--- config.mk ---
export PLATFORM = sky130hd
export DESIGN_NAME = bcedn_frame_sched_flat
export DESIGN_NICKNAME = d
export VERILOG_FILES = /design/src/rtl/bcedn_frame_sched_pkg.sv /design/src/rtl/bcedn_frame_sched_if.sv /design/src/rtl/bcedn_frame_sched_beat_counter.sv /design/src/rtl/bcedn_frame_sched.sv /design/src/flat_wrapper.sv
export SDC_FILE = /design/constraint.sdc
export NUM_CORES = 1
export LEC_CHECK = 0
export CAP_MARGIN = 0
export CELL_PAD_IN_SITES_DETAIL_PLACEMENT = 1
export CELL_PAD_IN_SITES_GLOBAL_PLACEMENT = 2
export CORE_MARGIN = 10
export CORE_UTILIZATION = 35
export DETAILED_ROUTE_END_ITERATION = 10
export HOLD_SLACK_MARGIN = 0.08
export PLACE_DENSITY = 0.95
export SLEW_MARGIN = 25
export SYNTH_ARGS = -nofsm -noshare
export SYNTH_HDL_FRONTEND = slang
export SYNTH_SLANG_ARGS = --single-unit
--- constraint.sdc ---
create_clock -name clk -period 3.7 [get_ports clk]
set_input_delay 0.925 -clock clk [delete_from_list [all_inputs] [get_ports clk]]
set_output_delay 0.925 -clock clk [all_outputs]
set_load 0.01 [all_outputs]
--- src/rtl/bcedn_frame_sched_pkg.sv ---
// Shared types and default sizing for the encoder/decoder frame scheduler.
package bcedn_sched_pkg;

  typedef enum logic [1:0] {
    ST_IDLE  = 2'd0,
    ST_START = 2'd1,
    ST_RUN   = 2'd2,
    ST_GAP   = 2'd3
  } sched_state_e;

  // EC_4 configuration: one frame is 1024 words in and 1024 words out.
  localparam int EC4_IN_BEATS  = 1024;
  localparam int EC4_OUT_BEATS = 1024;
  localparam int BUS_W         = 512;

  // Width needed to hold values 0..max_val inclusive.
  function automatic int cnt_width(input int max_val);
    return (max_val < 1) ? 1 : $clog2(max_val + 1);
  endfunction

endpackage

--- src/rtl/bcedn_frame_sched_if.sv ---
// Handshake bundle between host, input FIFO, engine and the frame scheduler.
interface bcedn_frame_sched_if;

  logic frame_req;
  logic frame_ack;
  logic host_in_valid;
  logic host_in_ready;
  logic fifo_wfull;
  logic fifo_winc;
  logic eng_start;
  logic eng_done;
  logic eng_out_en;

  modport master (
    output frame_req, host_in_valid, fifo_wfull, eng_done, eng_out_en,
    input  frame_ack, host_in_ready, fifo_winc, eng_start
  );

  modport slave (
    input  frame_req, host_in_valid, fifo_wfull, eng_done, eng_out_en,
    output frame_ack, host_in_ready, fifo_winc, eng_start
  );

endinterface

--- src/rtl/bcedn_frame_sched_beat_counter.sv ---
// Saturating beat counter: synchronous clear, count enable, stops at limit and flags it.
module bcedn_beat_counter #(
  parameter int CNT_W = 16
) (
  input  logic             clk,
  input  logic             rst,
  input  logic             clr,
  input  logic             en,
  input  logic [CNT_W-1:0] limit,
  output logic [CNT_W-1:0] cnt,
  output logic             hit
);

  logic [CNT_W-1:0] cnt_d;
  logic [CNT_W-1:0] cnt_q;

  assign hit = (cnt_q == limit);
  assign cnt = cnt_q;

  // Next count: clear wins, otherwise step only while below the limit.
  always_comb begin
    cnt_d = cnt_q;
    if (clr) begin
      cnt_d = {CNT_W{1'b0}};
    end else if (en && !hit) begin
      cnt_d = cnt_q + {{(CNT_W-1){1'b0}}, 1'b1};
    end else begin
      cnt_d = cnt_q;
    end
  end

  // Count register.
  always_ff @(posedge clk or negedge rst) begin
    if (!rst) begin
      cnt_q <= {CNT_W{1'b0}};
    end else begin
      cnt_q <= cnt_d;
    end
  end

endmodule

--- src/rtl/bcedn_frame_sched.sv ---
// Frame scheduler for the encoder/decoder stage: one frame in flight, gated FIFO writes, idle gap.
// Optional stall watchdog enabled by defining BCEDN_FRAME_SCHED_WATCHDOG_EN.
module bcedn_frame_sched
  import bcedn_sched_pkg::*;
#(
  parameter int IN_BEATS  = EC4_IN_BEATS,
  parameter int OUT_BEATS = EC4_OUT_BEATS,
  parameter int CNT_W     = 16,
  parameter int GAP_CYC   = 4,
  parameter int FRM_W     = 16,
  parameter int TIMEOUT   = 65535
) (
  input  logic                 clk,
  input  logic                 rst,
  bcedn_frame_sched_if.slave   bus,
  output logic                 busy,
  output logic [CNT_W-1:0]     in_cnt,
  output logic [CNT_W-1:0]     out_cnt,
  output logic [FRM_W-1:0]     frame_cnt,
  output logic                 err_overrun,
  output logic                 err_timeout
);

  localparam int GAP_W = cnt_width(GAP_CYC);

  sched_state_e      state_d, state_q;
  logic              frame_ack_d, frame_ack_q;
  logic              eng_start_d, eng_start_q;
  logic              done_seen_d, done_seen_q;
  logic [GAP_W-1:0]  gap_d, gap_q;
  logic [FRM_W-1:0]  frame_cnt_d, frame_cnt_q;
  logic              err_overrun_d, err_overrun_q;
  logic              err_timeout_d, err_timeout_q;

  logic              run_s;
  logic              cnt_clr_s;
  logic              fifo_winc_s;
  logic              out_en_s;
  logic              in_hit_s;
  logic              out_hit_s;
  logic              frame_done_s;
  logic              wd_fire_s;

  assign run_s        = (state_q == ST_RUN);
  assign fifo_winc_s  = run_s & bus.host_in_valid & ~bus.fifo_wfull & ~in_hit_s;
  assign out_en_s     = run_s & bus.eng_out_en;
  assign frame_done_s = in_hit_s & out_hit_s & done_seen_q;

  bcedn_beat_counter #(.CNT_W(CNT_W)) u_in_cnt (
    .clk   (clk),
    .rst   (rst),
    .clr   (cnt_clr_s),
    .en    (fifo_winc_s),
    .limit (CNT_W'(IN_BEATS)),
    .cnt   (in_cnt),
    .hit   (in_hit_s)
  );

  bcedn_beat_counter #(.CNT_W(CNT_W)) u_out_cnt (
    .clk   (clk),
    .rst   (rst),
    .clr   (cnt_clr_s),
    .en    (out_en_s),
    .limit (CNT_W'(OUT_BEATS)),
    .cnt   (out_cnt),
    .hit   (out_hit_s)
  );

`ifdef BCEDN_FRAME_SCHED_WATCHDOG_EN
  localparam int STALL_W = cnt_width(TIMEOUT);

  logic [STALL_W-1:0] stall_d, stall_q;
  logic               activity_s;

  assign activity_s = fifo_winc_s | bus.eng_out_en | bus.eng_done;

  // Stall counter runs only in RUN and restarts on any frame progress.
  always_comb begin
    stall_d   = {STALL_W{1'b0}};
    wd_fire_s = 1'b0;
    if (run_s && !activity_s) begin
      if (stall_q == STALL_W'(TIMEOUT - 1)) begin
        wd_fire_s = 1'b1;
      end else begin
        stall_d = stall_q + {{(STALL_W-1){1'b0}}, 1'b1};
      end
    end else begin
      stall_d = {STALL_W{1'b0}};
    end
  end

  // Stall counter register.
  always_ff @(posedge clk or negedge rst) begin
    if (!rst) begin
      stall_q <= {STALL_W{1'b0}};
    end else begin
      stall_q <= stall_d;
    end
  end

  assign err_timeout_d = err_timeout_q | wd_fire_s;
`else
  localparam int unused_timeout = TIMEOUT;

  assign wd_fire_s     = 1'b0;
  assign err_timeout_d = 1'b0;
`endif

  // Sequencer next state, one-cycle pulses, gap timing and sticky overrun.
  always_comb begin
    state_d       = state_q;
    frame_ack_d   = 1'b0;
    eng_start_d   = 1'b0;
    done_seen_d   = done_seen_q;
    gap_d         = gap_q;
    frame_cnt_d   = frame_cnt_q;
    cnt_clr_s     = 1'b0;
    err_overrun_d = err_overrun_q | (bus.eng_out_en & (~run_s | out_hit_s));
    unique case (state_q)
      ST_IDLE: begin
        if (bus.frame_req) begin
          state_d     = ST_START;
          frame_ack_d = 1'b1;
          cnt_clr_s   = 1'b1;
          done_seen_d = 1'b0;
        end else begin
          state_d = ST_IDLE;
        end
      end
      ST_START: begin
        state_d     = ST_RUN;
        eng_start_d = 1'b1;
        done_seen_d = done_seen_q | bus.eng_done;
      end
      ST_RUN: begin
        done_seen_d = done_seen_q | bus.eng_done;
        gap_d       = {GAP_W{1'b0}};
        if (frame_done_s) begin
          state_d     = ST_GAP;
          frame_cnt_d = frame_cnt_q + {{(FRM_W-1){1'b0}}, 1'b1};
        end else if (wd_fire_s) begin
          state_d = ST_GAP;
        end else begin
          state_d = ST_RUN;
        end
      end
      ST_GAP: begin
        if (gap_q == GAP_W'(GAP_CYC - 1)) begin
          state_d = ST_IDLE;
        end else begin
          gap_d = gap_q + {{(GAP_W-1){1'b0}}, 1'b1};
        end
      end
      default: begin
        state_d = ST_IDLE;
      end
    endcase
  end

  // Sequencer, status and error registers.
  always_ff @(posedge clk or negedge rst) begin
    if (!rst) begin
      state_q       <= ST_IDLE;
      frame_ack_q   <= 1'b0;
      eng_start_q   <= 1'b0;
      done_seen_q   <= 1'b0;
      gap_q         <= {GAP_W{1'b0}};
      frame_cnt_q   <= {FRM_W{1'b0}};
      err_overrun_q <= 1'b0;
      err_timeout_q <= 1'b0;
    end else begin
      state_q       <= state_d;
      frame_ack_q   <= frame_ack_d;
      eng_start_q   <= eng_start_d;
      done_seen_q   <= done_seen_d;
      gap_q         <= gap_d;
      frame_cnt_q   <= frame_cnt_d;
      err_overrun_q <= err_overrun_d;
      err_timeout_q <= err_timeout_d;
    end
  end

  assign bus.frame_ack     = frame_ack_q;
  assign bus.eng_start     = eng_start_q;
  assign bus.fifo_winc     = fifo_winc_s;
  assign bus.host_in_ready = fifo_winc_s;
  assign busy              = (state_q != ST_IDLE);
  assign frame_cnt         = frame_cnt_q;
  assign err_overrun       = err_overrun_q;
  assign err_timeout       = err_timeout_q;

endmodule

--- src/flat_wrapper.sv ---
// flat-port wrapper written by rule: the top's interface ports become plain ports
module bcedn_frame_sched_flat import bcedn_sched_pkg::*;
#(
  parameter int IN_BEATS  = EC4_IN_BEATS,
  parameter int OUT_BEATS = EC4_OUT_BEATS,
  parameter int CNT_W     = 16,
  parameter int GAP_CYC   = 4,
  parameter int FRM_W     = 16,
  parameter int TIMEOUT   = 65535
)
  (clk, rst, busy, in_cnt, out_cnt, frame_cnt, err_overrun, err_timeout, bus_frame_req, bus_host_in_valid, bus_fifo_wfull, bus_eng_done, bus_eng_out_en, bus_frame_ack, bus_host_in_ready, bus_fifo_winc, bus_eng_start);
  bcedn_frame_sched_if bus_i ();
  input  logic clk;
  input  logic rst;
  output logic busy;
  output logic [CNT_W-1:0] in_cnt;
  output logic [CNT_W-1:0] out_cnt;
  output logic [FRM_W-1:0] frame_cnt;
  output logic err_overrun;
  output logic err_timeout;
  input wire logic [$bits(bus_i.frame_req)-1:0] bus_frame_req;
  input wire logic [$bits(bus_i.host_in_valid)-1:0] bus_host_in_valid;
  input wire logic [$bits(bus_i.fifo_wfull)-1:0] bus_fifo_wfull;
  input wire logic [$bits(bus_i.eng_done)-1:0] bus_eng_done;
  input wire logic [$bits(bus_i.eng_out_en)-1:0] bus_eng_out_en;
  output wire logic [$bits(bus_i.frame_ack)-1:0] bus_frame_ack;
  output wire logic [$bits(bus_i.host_in_ready)-1:0] bus_host_in_ready;
  output wire logic [$bits(bus_i.fifo_winc)-1:0] bus_fifo_winc;
  output wire logic [$bits(bus_i.eng_start)-1:0] bus_eng_start;
  assign bus_i.frame_req = bus_frame_req;
  assign bus_i.host_in_valid = bus_host_in_valid;
  assign bus_i.fifo_wfull = bus_fifo_wfull;
  assign bus_i.eng_done = bus_eng_done;
  assign bus_i.eng_out_en = bus_eng_out_en;
  assign bus_frame_ack = bus_i.frame_ack;
  assign bus_host_in_ready = bus_i.host_in_ready;
  assign bus_fifo_winc = bus_i.fifo_winc;
  assign bus_eng_start = bus_i.eng_start;
  bcedn_frame_sched #(.IN_BEATS(IN_BEATS), .OUT_BEATS(OUT_BEATS), .CNT_W(CNT_W), .GAP_CYC(GAP_CYC), .FRM_W(FRM_W), .TIMEOUT(TIMEOUT)) u_core (.clk(clk), .rst(rst), .bus(bus_i), .busy(busy), .in_cnt(in_cnt), .out_cnt(out_cnt), .frame_cnt(frame_cnt), .err_overrun(err_overrun), .err_timeout(err_timeout));
endmodule
==> flow_metrics.tcl <==
set metrics [dict create \
    status "finished clean" \
    dr_total_vias 2391 \
    final_cell_mix "59 x clkdlybuf4s50_1, 57 x dfrtp_1, 39 x nor2_1" \
    wl_per_cell_um 17.4 \
    routed_wl_um 8090 \
    grt_pass1_vias 2652 \
    final.setup.tns_ns 0 \
    htree_levels 3 \
    drc_errors 0 \
    grt_first_pass_wirelength_um 13900 \
    cts_tree "done" \
    cts_resized 0 \
    worstPathArrival_ns 2.36 \
    synthDistinctLibCells 35 \
    track_usage 0.132 \
    fin_nets 373 \
    synth.top_cell.area_share 0.477 \
    drt_iter0_drc 60 \
    hold_path.startpoint "u_core.frame_cnt[15]" \
    synth.top_cells.by_area "dfrtp_1 48%, xor2_1 8.5%, nor2_1 4.9%" \
    die-area_mm2 0.0126 \
    max_freq_mhz 304 \
    synth_area_mm2 0.00299 \
    ys_seq_area_frac 0.477 \
    clk_latency_ns 0.33 \
    crit_path_end_kind "output port" \
    gp_congestion 0.772 \
    clock-root-buffer "clkbuf_8" \
    synth_edf_count 0 \
    crit_fanout 3 \
    min_period_ns 3.29 \
    setup_viol 0 \
    final_common_cell "clkdlybuf4s50_1" \
    path_cells "clkdlybuf4s50_1 > and3b_1 > nand2_1 > inv_1 > clkdlybuf4s50_1" \
    grt_max_degree 58 \
    drive_above_1_share 0.0947 \
    ys_ff_latch 57 \
    cpMaxStageDelayCell "clkdlybuf4s50_1" \
    fin_skew_ns 0.0116 \
    rr_startpoint "u_core.u_out_cnt.cnt[2]" \
    syn_inst 290 \
    worstSetupStartpoint "bus_host_in_valid" \
    portBuffers 60 \
    synthArstFlopShare 1.00 \
    critPathLaunchType "primary input" \
    crit_type "primary input to output port" \
    ios 62 \
    antenna_cells 0 \
    core_mm2 0.00826 \
    dp_hpwl_um 5950 \
    synth_nets 308 \
    relSlewSlack 0.503 \
    yosys_warnings 0 \
    p_leak_nw 1.71 \
    final_cell_area_mm2 0.00387 \
    area_growth_pct 29.6 \
    critPathMaxStageDelay_ns 0.53 \
    cts.clk_slew.worst_paths_ns 0.07 \
    cts.sinks 57 \
    die_w_um 112 \
    rsz0062_at_grt "false" \
    firstDrtPassIters 4 \
    clk_path_buf_depth 2 \
    rows 33 \
    worst_pin_slew_ns 0.746 \
    grt_overflow_total 0 \
    crit_required_ns 2.77 \
    timing_max_transition_violations_final 0 \
    cts_buffers 9 \
    die_h_um 112 \
    vias_per_cell 5.15 \
    critPathMostFrequentCell "clkdlybuf4s50_1" \
    drv_cap 0 \
    hold_viol_final 0 \
    power_density_mw_per_mm2 445 \
    ir_drop_v 0.000164 \
    synth_area_per_cell_um2 10.3 \
    fillers 938 \
    dpl_cell_area_mm2 0.00369 \
    start_util 0.362 \
    antenna_found_initial 0 \
    ctsHoldBuffers 0 \
    finalCritPeriodShare 0.889 \
    ant_nets 0 \
    synth_ff_type "dfrtp_1" \
    post_cts_buffers 0 \
    yosysTopAreaCell "dfrtp_1" \
    hp-class "flop to flop" \
    r2r_slack_ns 1.24 \
]
final cells by class:
type	instances	area, um2	share of cell area
Multi-Input combinational cell	210	1460	0.377
Sequential cell	57	1430	0.368
Timing Repair Buffer	64	626	0.162
Clock buffer	12	165	0.0426
Tap cell	105	131	0.0339
Inverter	13	48.8	0.0126
Clock inverter	3	15.0	0.00388
flip-flops by register name, summed over array words and instances (netlist names):
name	flops
u_core.u_in_cnt.cnt	16
u_core.u_out_cnt.cnt	16
u_core.gap_q	3
u_core.state_q	2
u_core.bus.frame_ack	1
u_core.frame_cnt	16
u_core.bus.eng_start	1
u_core.err_overrun	1
u_core.done_seen_q	1
where the power goes:
part | total (W) | internal, W | leakage (nW) | switching [W]
registers | 0.000743 | 0.000679 | 0.780 | 0.0000646
clock network | 0.000536 | 0.000291 | 0.0980 | 0.000246
logic | 0.000442 | 0.000209 | 0.831 | 0.000234
total | 0.00172 | 0.00118 | 1.71 | 0.000544
logic make-up (layout without fill, tap and decap cells):
kind of cell,after synthesis,count (layout),share of synthesized area
and+or+nand+nor,135,135,0.265
DFF,57,57,0.477
xor gates and xnor gates,44,44,0.129
buffers and inverters,23,92,0.0339
AOI/OAI and AO/OA,14,14,0.0289
adders and majority gates,11,11,0.0461
muxes,5,5,0.0180
other,1,1,0.00126
final timing paths:
kind                                            to  cells past startpoint
max in group asynchronous  u_core.u_out_cnt.cnt[6]                      2
min in group asynchronous      u_core.frame_cnt[3]                      2
setup / recovery                 bus_host_in_ready                      5
hold reg to reg               u_core.frame_cnt[15]                      1
hold / removal                u_core.frame_cnt[15]                      1
setup reg to reg               u_core.frame_cnt[9]                      5
cell usage after synthesis, drive strengths merged, types with 4 or more instances:
cell type,count
nor4,5
ha,11
xor2,29
clkbuf,7
nand3,19
nor3,13
xnor2,15
nor4b,4
nor2,39
nand4,16
nand2,23
inv,13
dfrtp,57
a21oi,6
and4,4
metal layers:
metal,up-vias,GRT usage,wire length (um)
met5,-,0,0
li1,1112,-,-
met3,7,0.0346,344
met1,1228,0.154,3450
met2,44,0.229,4190
met4,0,0.0482,106
critical path, delay by kind of cell:
kind / cells / cell delay, ns
simple gates: 2 / 0.34
buf+inv: 3 / 1.10
stage by stage:
stage	util	std cells	setup slack (ns)	power, W	hold slack (ns)
detailed placement	0.447	449	0.384	0.00120	0.466
floorplan	-	290	1.07	0.00101	0.488
CTS	0.469	464	0.377	0.00175	0.486
finish	0.469	464	0.411	0.00172	0.479
global route	0.469	464	0.301	0.00184	0.501
global placement	0.447	449	0.400	0.00118	0.465
Power figures use the tool's default switching activity.
